[config.mk]
export PLATFORM = sky130hd
export DESIGN_NAME = control_sequencer
export DESIGN_NICKNAME = d
export VERILOG_FILES = /design/src/rtl/control_sequencer.sv
export SDC_FILE = /design/constraint.sdc
export NUM_CORES = 1
export LEC_CHECK = 0
export BUFFER_PORTS_ARGS = -buffer_cell sky130_fd_sc_hd__buf_2
export CORE_ASPECT_RATIO = 0.8
export CORE_MARGIN = 2
export CORE_UTILIZATION = 45
export CTS_BUF_LIST = sky130_fd_sc_hd__clkbuf_4 sky130_fd_sc_hd__clkbuf_8
export DETAILED_ROUTE_END_ITERATION = 8
export GPL_TIMING_DRIVEN = 0
export PLACE_DENSITY = 0.76
export REMOVE_ABC_BUFFERS = 1
export SYNTH_ARGS = -nofsm -noshare
export SYNTH_HDL_FRONTEND = slang
export SYNTH_SLANG_ARGS = --single-unit
[constraint.sdc]
create_clock -name clock -period 3.5 [get_ports clock]
set_clock_uncertainty 0.1 [all_clocks]
set_input_delay 0.7 -clock clock [delete_from_list [all_inputs] [get_ports clock]]
set_output_delay 0.7 -clock clock [all_outputs]
set_load 0.005 [all_outputs]
[src/rtl/control_sequencer.sv]
// Hardwired control sequencer for DataPath: instruction fetch followed by
// fixed T-state execution of ld, ldi, st, addi, nop and halt, with a
// memory-ready handshake on every memory access. All strobes are registered.
module control_sequencer #(
    parameter int OPW = 5
) (
    input  logic        clock,
    input  logic        clear,
    input  logic [31:0] IR,
    input  logic        mem_ready,
    output logic        PCout,
    output logic        PCin,
    output logic        IncPC,
    output logic        MARin,
    output logic        MDRin,
    output logic        MDRout,
    output logic        Read,
    output logic        Write,
    output logic        IRin,
    output logic        Yin,
    output logic        Zlowin,
    output logic        Zlowout,
    output logic        Gra,
    output logic        Grb,
    output logic        Rin,
    output logic        Rout,
    output logic        BAout,
    output logic        Csignout,
    output logic        ADD,
    output logic        run
);

    typedef enum logic [3:0] {
        S_RST, S_T0, S_T1, S_T2, S_T3, S_T4, S_T5, S_T6, S_T7, S_HALT
    } state_t;

    typedef struct packed {
        logic pc_out;
        logic pc_in;
        logic inc_pc;
        logic mar_in;
        logic mdr_in;
        logic mdr_out;
        logic read;
        logic write;
        logic ir_in;
        logic y_in;
        logic zlow_in;
        logic zlow_out;
        logic gra;
        logic grb;
        logic r_in;
        logic r_out;
        logic ba_out;
        logic csign_out;
        logic add;
        logic run;
    } ctl_t;

    localparam logic [OPW-1:0] OP_LD   = OPW'(5'b00000);
    localparam logic [OPW-1:0] OP_LDI  = OPW'(5'b00001);
    localparam logic [OPW-1:0] OP_ST   = OPW'(5'b00010);
    localparam logic [OPW-1:0] OP_ADDI = OPW'(5'b01100);
    localparam logic [OPW-1:0] OP_HALT = OPW'(5'b11011);

    state_t           state, state_next;
    logic [OPW-1:0]   op, op_next;
    ctl_t             ctl;

    // Only the opcode field of IR steers the sequence; operand fields belong to DataPath.
    logic unused_ir;
    assign unused_ir = ^IR[31-OPW:0];

    // Strobe set for a given state and opcode; nop and unknown opcodes fall through to no strobes.
    function automatic ctl_t decode(input state_t s, input logic [OPW-1:0] o);
        ctl_t c;
        c     = '0;
        c.run = (s != S_RST) && (s != S_HALT);
        case (s)
            S_T0: begin
                c.pc_out  = 1'b1;
                c.mar_in  = 1'b1;
                c.inc_pc  = 1'b1;
                c.zlow_in = 1'b1;
            end
            S_T1: begin
                c.zlow_out = 1'b1;
                c.pc_in    = 1'b1;
                c.read     = 1'b1;
                c.mdr_in   = 1'b1;
            end
            S_T2: begin
                c.mdr_out = 1'b1;
                c.ir_in   = 1'b1;
            end
            S_T3: begin
                if (o == OP_LD || o == OP_LDI || o == OP_ST) begin
                    c.grb    = 1'b1;
                    c.ba_out = 1'b1;
                    c.y_in   = 1'b1;
                end else if (o == OP_ADDI) begin
                    c.grb   = 1'b1;
                    c.r_out = 1'b1;
                    c.y_in  = 1'b1;
                end
            end
            S_T4: begin
                c.csign_out = 1'b1;
                c.add       = 1'b1;
                c.zlow_in   = 1'b1;
            end
            S_T5: begin
                c.zlow_out = 1'b1;
                if (o == OP_LDI || o == OP_ADDI) begin
                    c.gra  = 1'b1;
                    c.r_in = 1'b1;
                end else begin
                    c.mar_in = 1'b1;
                end
            end
            S_T6: begin
                c.mdr_in = 1'b1;
                if (o == OP_ST) begin
                    // Read stays low so MDR loads from the bus, not from memory.
                    c.gra   = 1'b1;
                    c.r_out = 1'b1;
                end else begin
                    c.read = 1'b1;
                end
            end
            S_T7: begin
                c.mdr_out = 1'b1;
                if (o == OP_ST) begin
                    c.write = 1'b1;
                end else begin
                    c.gra  = 1'b1;
                    c.r_in = 1'b1;
                end
            end
            default: ;
        endcase
        return c;
    endfunction

    // Next state and next opcode; the opcode is latched as the sequence enters T3.
    always_comb begin
        // NOTE: defaults first so every path assigns both signals and no latch is inferred.
        state_next = state;
        op_next    = op;
        case (state)
            S_RST: state_next = S_T0;
            S_T0:  state_next = S_T1;
            S_T1:  state_next = mem_ready ? S_T2 : S_T1;
            S_T2: begin
                state_next = S_T3;
                op_next    = IR[31 -: OPW];
            end
            S_T3: begin
                if (op == OP_HALT)
                    state_next = S_HALT;
                else if (op == OP_LD || op == OP_LDI || op == OP_ST || op == OP_ADDI)
                    state_next = S_T4;
                else
                    state_next = S_T0;
            end
            S_T4: state_next = S_T5;
            S_T5: state_next = (op == OP_LD || op == OP_ST) ? S_T6 : S_T0;
            S_T6: begin
                if (op == OP_ST)
                    state_next = S_T7;
                else if (op == OP_LD)
                    state_next = mem_ready ? S_T7 : S_T6;
                else
                    state_next = S_T0;
            end
            S_T7: begin
                if (op == OP_ST)
                    state_next = mem_ready ? S_T0 : S_T7;
                else
                    state_next = S_T0;
            end
            S_HALT: state_next = S_HALT;
            default: state_next = S_RST;
        endcase
    end

    // State, opcode and strobe registers; strobes are decoded one cycle ahead so they are glitch-free.
    always_ff @(posedge clock or negedge clear) begin
        if (!clear) begin
            state <= S_RST;
            op    <= '0;
            ctl   <= '0;
        end else begin
            // NOTE: non-blocking so every register updates from pre-edge values.
            state <= state_next;
            op    <= op_next;
            ctl   <= decode(state_next, op_next);
        end
    end

    assign PCout    = ctl.pc_out;
    assign PCin     = ctl.pc_in;
    assign IncPC    = ctl.inc_pc;
    assign MARin    = ctl.mar_in;
    assign MDRin    = ctl.mdr_in;
    assign MDRout   = ctl.mdr_out;
    assign Read     = ctl.read;
    assign Write    = ctl.write;
    assign IRin     = ctl.ir_in;
    assign Yin      = ctl.y_in;
    assign Zlowin   = ctl.zlow_in;
    assign Zlowout  = ctl.zlow_out;
    assign Gra      = ctl.gra;
    assign Grb      = ctl.grb;
    assign Rin      = ctl.r_in;
    assign Rout     = ctl.r_out;
    assign BAout    = ctl.ba_out;
    assign Csignout = ctl.csign_out;
    assign ADD      = ctl.add;
    assign run      = ctl.run;

endmodule

---- Yosys cells after proc, flatten, opt, wreduce, memory -nomap -nowiden ----
Cells that the tools add are included.
storage, ports and cells
  register bits after elaboration ......... 27
  input bits .............................. 35
  output and inout bits ................... 20
  logic and storage cells ................. 96
operators by class
  equality and inequality tests ........... 25
  mux-type cells .......................... 35
  reduce and logical (&&, ||, !) cells .... 16
operators by type and width
  cell                                                             number
  4-bit case mux with 10 select lines                              1
  4-bit by 3-bit == test with 1-bit output, second input constant  8
  4-bit two-way mux                                                6
  1-bit two-way mux                                                19
  4-bit by 2-bit == test with 1-bit output, second input constant  4
  4-bit == test, second input constant                             3
  5-bit by 1-bit == test with 1-bit output, second input constant  2
  5-bit by 2-bit == test with 1-bit output, second input constant  2
  5-bit by 4-bit == test with 1-bit output, second input constant  2
  5-bit logical NOT                                                2
  4-bit by 1-bit == test with 1-bit output, second input constant  2
  1-bit case mux with 2 select lines                               4
  2-bit OR reduction                                               4
  1-bit logical OR                                                 7
  3-bit two-way mux                                                2
  5-bit == test, second input constant                             1
  5-bit two-way mux                                                1
  4-bit logical NOT                                                1
  4-bit != test, second input constant                             1
  4-bit nonzero test                                               1
  1-bit case mux with 3 select lines                               1
  2-bit two-way mux                                                1
  1-bit logical AND                                                1

---- Depth between registers and ports, before layout ----
  depth in word-level cells ............... 10
  depth in mapped cells ................... 7

---- Least setup slack after synthesis ----
Ideal clock, no wire load.
  path type ............................... input port to flip-flop
  from .................................... in IR[29]
  to ...................................... reg ctl, in the netlist Gra
  setup time .............................. 0.134 ns
  arrival ................................. 1.871 ns
  data required time ...................... 3.266 ns
  slack ................................... 1.395 ns
  stages .................................. 5
  path buffers ............................ 0
  cells stage by stage .................... or4b_2 > nor3_1 > a311oi_1 > o211ai_1 > nand3_1
on the way
  longest elaborated chain between the ends .. 5
ends and longest elaborated chain
  element                                                                                                      line  RTL
  start, declared                                                                                              9     input logic [31:0] IR,
  5-bit two-way mux *                                                                                          150   case (state)
  5-bit by 1-bit == test with 1-bit output / 5-bit by 4-bit == test with 1-bit output (equally long branches)  114   if (o == OP_LDI || o == OP_ADDI) begin
  1-bit logical OR                                                                                             114
  1-bit two-way mux                                                                                            114
  1-bit case mux with 3 select lines *                                                                         79    case (s)
  end signal, assigned                                                                                         197   ctl <= decode(state_next, op_next);
  end, declared                                                                                                68    ctl_t ctl;
Mark *: on every way between the ends. The rest lies on a longest branch, timed or not.

---- Worst setup path after layout ----
  from .................................... reg op[2]
  to ...................................... reg ctl, in the netlist Write
on the way
  longest elaborated chain between the ends .. 9
ends and longest elaborated chain
  element                                                                               line           RTL
  start, declared                                                                       67             logic [OPW-1:0] op, op_next;
  start signal, assigned                                                                196            op <= op_next;
  5-bit by 1-bit == test with 1-bit output / 5-bit logical NOT (equally long branches)  161, 167, 171
  1-bit logical OR (3 in a row)                                                         161            else if (op == OP_LD || op == OP_LDI || op == OP_ST || op == OP_ADDI)
  3-bit two-way mux                                                                     161
  4-bit two-way mux                                                                     159            if (op == OP_HALT)
  4-bit case mux with 10 select lines                                                   150
  4-bit == test                                                                         79
  1-bit two-way mux *                                                                   79
Marks and branches as above.

==> impl_metrics.py <==
metrics = {
    "critical_path": {
        "crit_fanout": 7,
        "crit_arrival_ps": 2450,
        "endpoint_kind": "flop",
        "required_ps": 3610,
        "setup.worst_path.start_class": "flop",
        "reg2regPathDepth": 5,
        "critPathKind": "reg -> reg",
    },
    "synthesis": {
        "ys.flop_type": "dfrtp_1",
        "synth_xor_area_share_pct": 1.32,
        "synth-seq-cells": 26,
        "ys_seq_area_share_pct": 49.0,
        "synth_top_family_by_area": "simple AND/OR/NAND/NOR gates",
        "async_flop_share_pct": 100,
        "syn_avg_cell_area_um2": 10.2,
        "ys_types": 52,
        "syn_inst": 130,
        "synth_compound_area_share_pct": 12.8,
        "synth_edf_count": 0,
        "synth-adder-area-share_pct": 0,
        "synth_area_um2": 1330,
        "synthSimpleGateAreaFrac_pct": 29.8,
        "muxShareOfSynthArea_pct": 1.60,
        "synth_warnings": 0,
    },
    "outcome": {
        "status": "completed",
    },
    "die": {
        "std_cell_rows": 17,
        "core_um2": 2790,
        "dieArea_um2": 3410,
        "start_util_pct": 47.7,
        "die_y_um": 52.6,
        "die_x_um": 64.8,
        "ios": 55,
    },
    "finish": {
        "layout_common_cells": "27 x buf_2, 26 x dfrtp_1, 17 x nand2_1",
        "diodes": 0,
        "regMostFlops": "op",
        "reg.largest.list": "op x5, state x4",
        "nFillCells": 255,
        "largest_reg_flops": 5,
        "drive_gt1_share_pct": 28.8,
        "layout_commonest_cell": "buf_2",
        "syn2layout_area_growth_pct": 15.3,
        "layout.nets": 189,
    },
    "clock_tree": {
        "clkLatencyLatePin_ps": 270,
        "h-tree-depth": 1,
        "cts_resized": 0,
        "cts_setup_buffers": 0,
        "clk_pin_slew_ps": 90,
        "cts_hold_buf": 0,
        "cts_sinks": 26,
        "numCtsBuffers": 3,
        "ctsLongestPathBuffers": 2,
        "tritoncts": "built",
        "clock_tree.root_cell": "clkbuf_8",
    },
    "power": {
        "p_clk_share_pct": 19.9,
        "netSwitchingFraction_pct": 38.0,
        "power.density_nw_per_um2": 809,
        "sequentialPowerShare_pct": 41.9,
        "ir_worst_vdd_v": 0.000255,
        "p_leak_nw": 0.763,
        "p_comb_share_pct": 38.2,
        "switchingPower_mw": 0.471,
        "p_int_mw": 0.769,
    },
    "routing": {
        "vias_per_cell": 5.51,
        "firstDrtPassIters": 4,
        "ant_nets": 0,
        "drtIter0Drc": 90,
        "drc": 0,
        "routed_wl_mm": 2.60,
        "drt-wirelength-per-cell_um": 13.6,
        "routed-via-count": 1052,
    },
    "global_route": {
        "grt_antenna_before_repair": 0,
        "grt_max_degree": 27,
        "grt_pass1_wl_mm": 4.42,
        "grtUsageTotal_pct": 17.0,
        "gr-total-overflow": 0,
        "grt_pass1_vias": 974,
    },
    "job": {
        "maxCapViolCount": 0,
    },
    "timing": {
        "whs_ps": 303,
        "worst_slew_pin_slew_ps": 526,
        "maxSlewHeadroom_pct": 64.1,
        "fmaxAchievable_ghz": 0.429,
        "setup_viol": 0,
        "drv_slew": 0,
        "setup_tns_ps": 0,
        "hold_violations": 0,
        "min_period_over_period_pct": 66.7,
        "fin_crit_ps": 2330,
        "rsz0062_at_grt": "no",
    },
    "placed_design": {
        "io_buffer_count": 27,
        "gp_congestion": 0.825,
        "dp_hpwl_mm": 1.92,
    },
    "min_path": {
        "hold_path.class": "in -> async",
    },
}
==> routing by layer <==
metal,GRT usage [%],up-vias,wire length (um)
met1,22.7,503,1170
met2,28.4,39,1240
met3,0.645,7,126
li1,-,503,-
met4,8.87,0,63
met5,0,-,0
==> Yosys cell counts (all sizes together) (3+ instances only) <==
cell,n,area (um^2)
inv,6,22.5
clkbuf,3,11.3
o21ai,5,28.8
dfrtp,26,651
a21oi,4,20.0
nor2,7,26.3
buf,5,38.8
nand2b,4,25.0
nor2b,3,18.8
nand2,17,63.8
nand3b,4,30.0
nor3,3,15.0
==> stage by stage <==
stage | std cells | power, mW | setup WS, ps | instance area (um^2) | util [%]
finish | 191 | 1.24 | 1170 | 1530 | 55.0
global route | 191 | 1.34 | 978 | 1530 | 55.0
global placement | 187 | 0.970 | 1100 | 1460 | 52.4
CTS | 191 | 1.24 | 1220 | 1530 | 55.0
detailed placement | 187 | 0.994 | 1090 | 1460 | 52.4
floorplan | 122 | 0.841 | 1400 | 1280 | -
==> cell families (layout without fill, tap and decap cells) <==
kind of cell | count (synthesis) | after routing
compound gates | 23 | 23
buf+inv | 14 | 37
flops | 26 | 26
simple gates | 63 | 63
xor+xnor | 2 | 2
mux | 2 | 2
==> power by group through the flow <==
stage	clock network, mW	logic, mW	registers [mW]
final	0.247	0.474	0.520
after global routing	0.263	0.540	0.535
after CTS	0.250	0.476	0.516
after detailed placement	0	0.473	0.521
after global placement	0	0.455	0.516
after floorplan	0	0.339	0.502
==> worst max-delay path: stages (launching register included) <==
cell and delay (ps):
dfrtp_1 470, nor4_4 470, nand3b_1 200, a2111oi_0 560
or2_1 290, and3_1 190
==> cell type report <==
cell class / count / area [um^2] / area share, %
Timing Repair Buffer: 27 / 135 / 8.82
Clock inverter: 1 / 30.0 / 1.96
Inverter: 6 / 22.5 / 1.47
Multi-Input combinational cell: 90 / 606 / 39.5
Sequential cell: 26 / 651 / 42.4
Clock buffer: 3 / 41.3 / 2.69
Tap cell: 38 / 47.5 / 3.10
==> final timing paths <==
| kind | from | to | slack, ps |
|---|---|---|---|
| worst max register to register | op[2] | Write | 1170 |
| worst min register to register | op[0] | op[0] | 540 |
| max in group asynchronous | clear | Read | 2630 |
| min in group clock | op[0] | op[0] | 540 |
| worst min-delay path | clear | op[2] | 300 |
| worst max-delay path | op[2] | Write | 1170 |
Power figures use the tool's default switching activity.
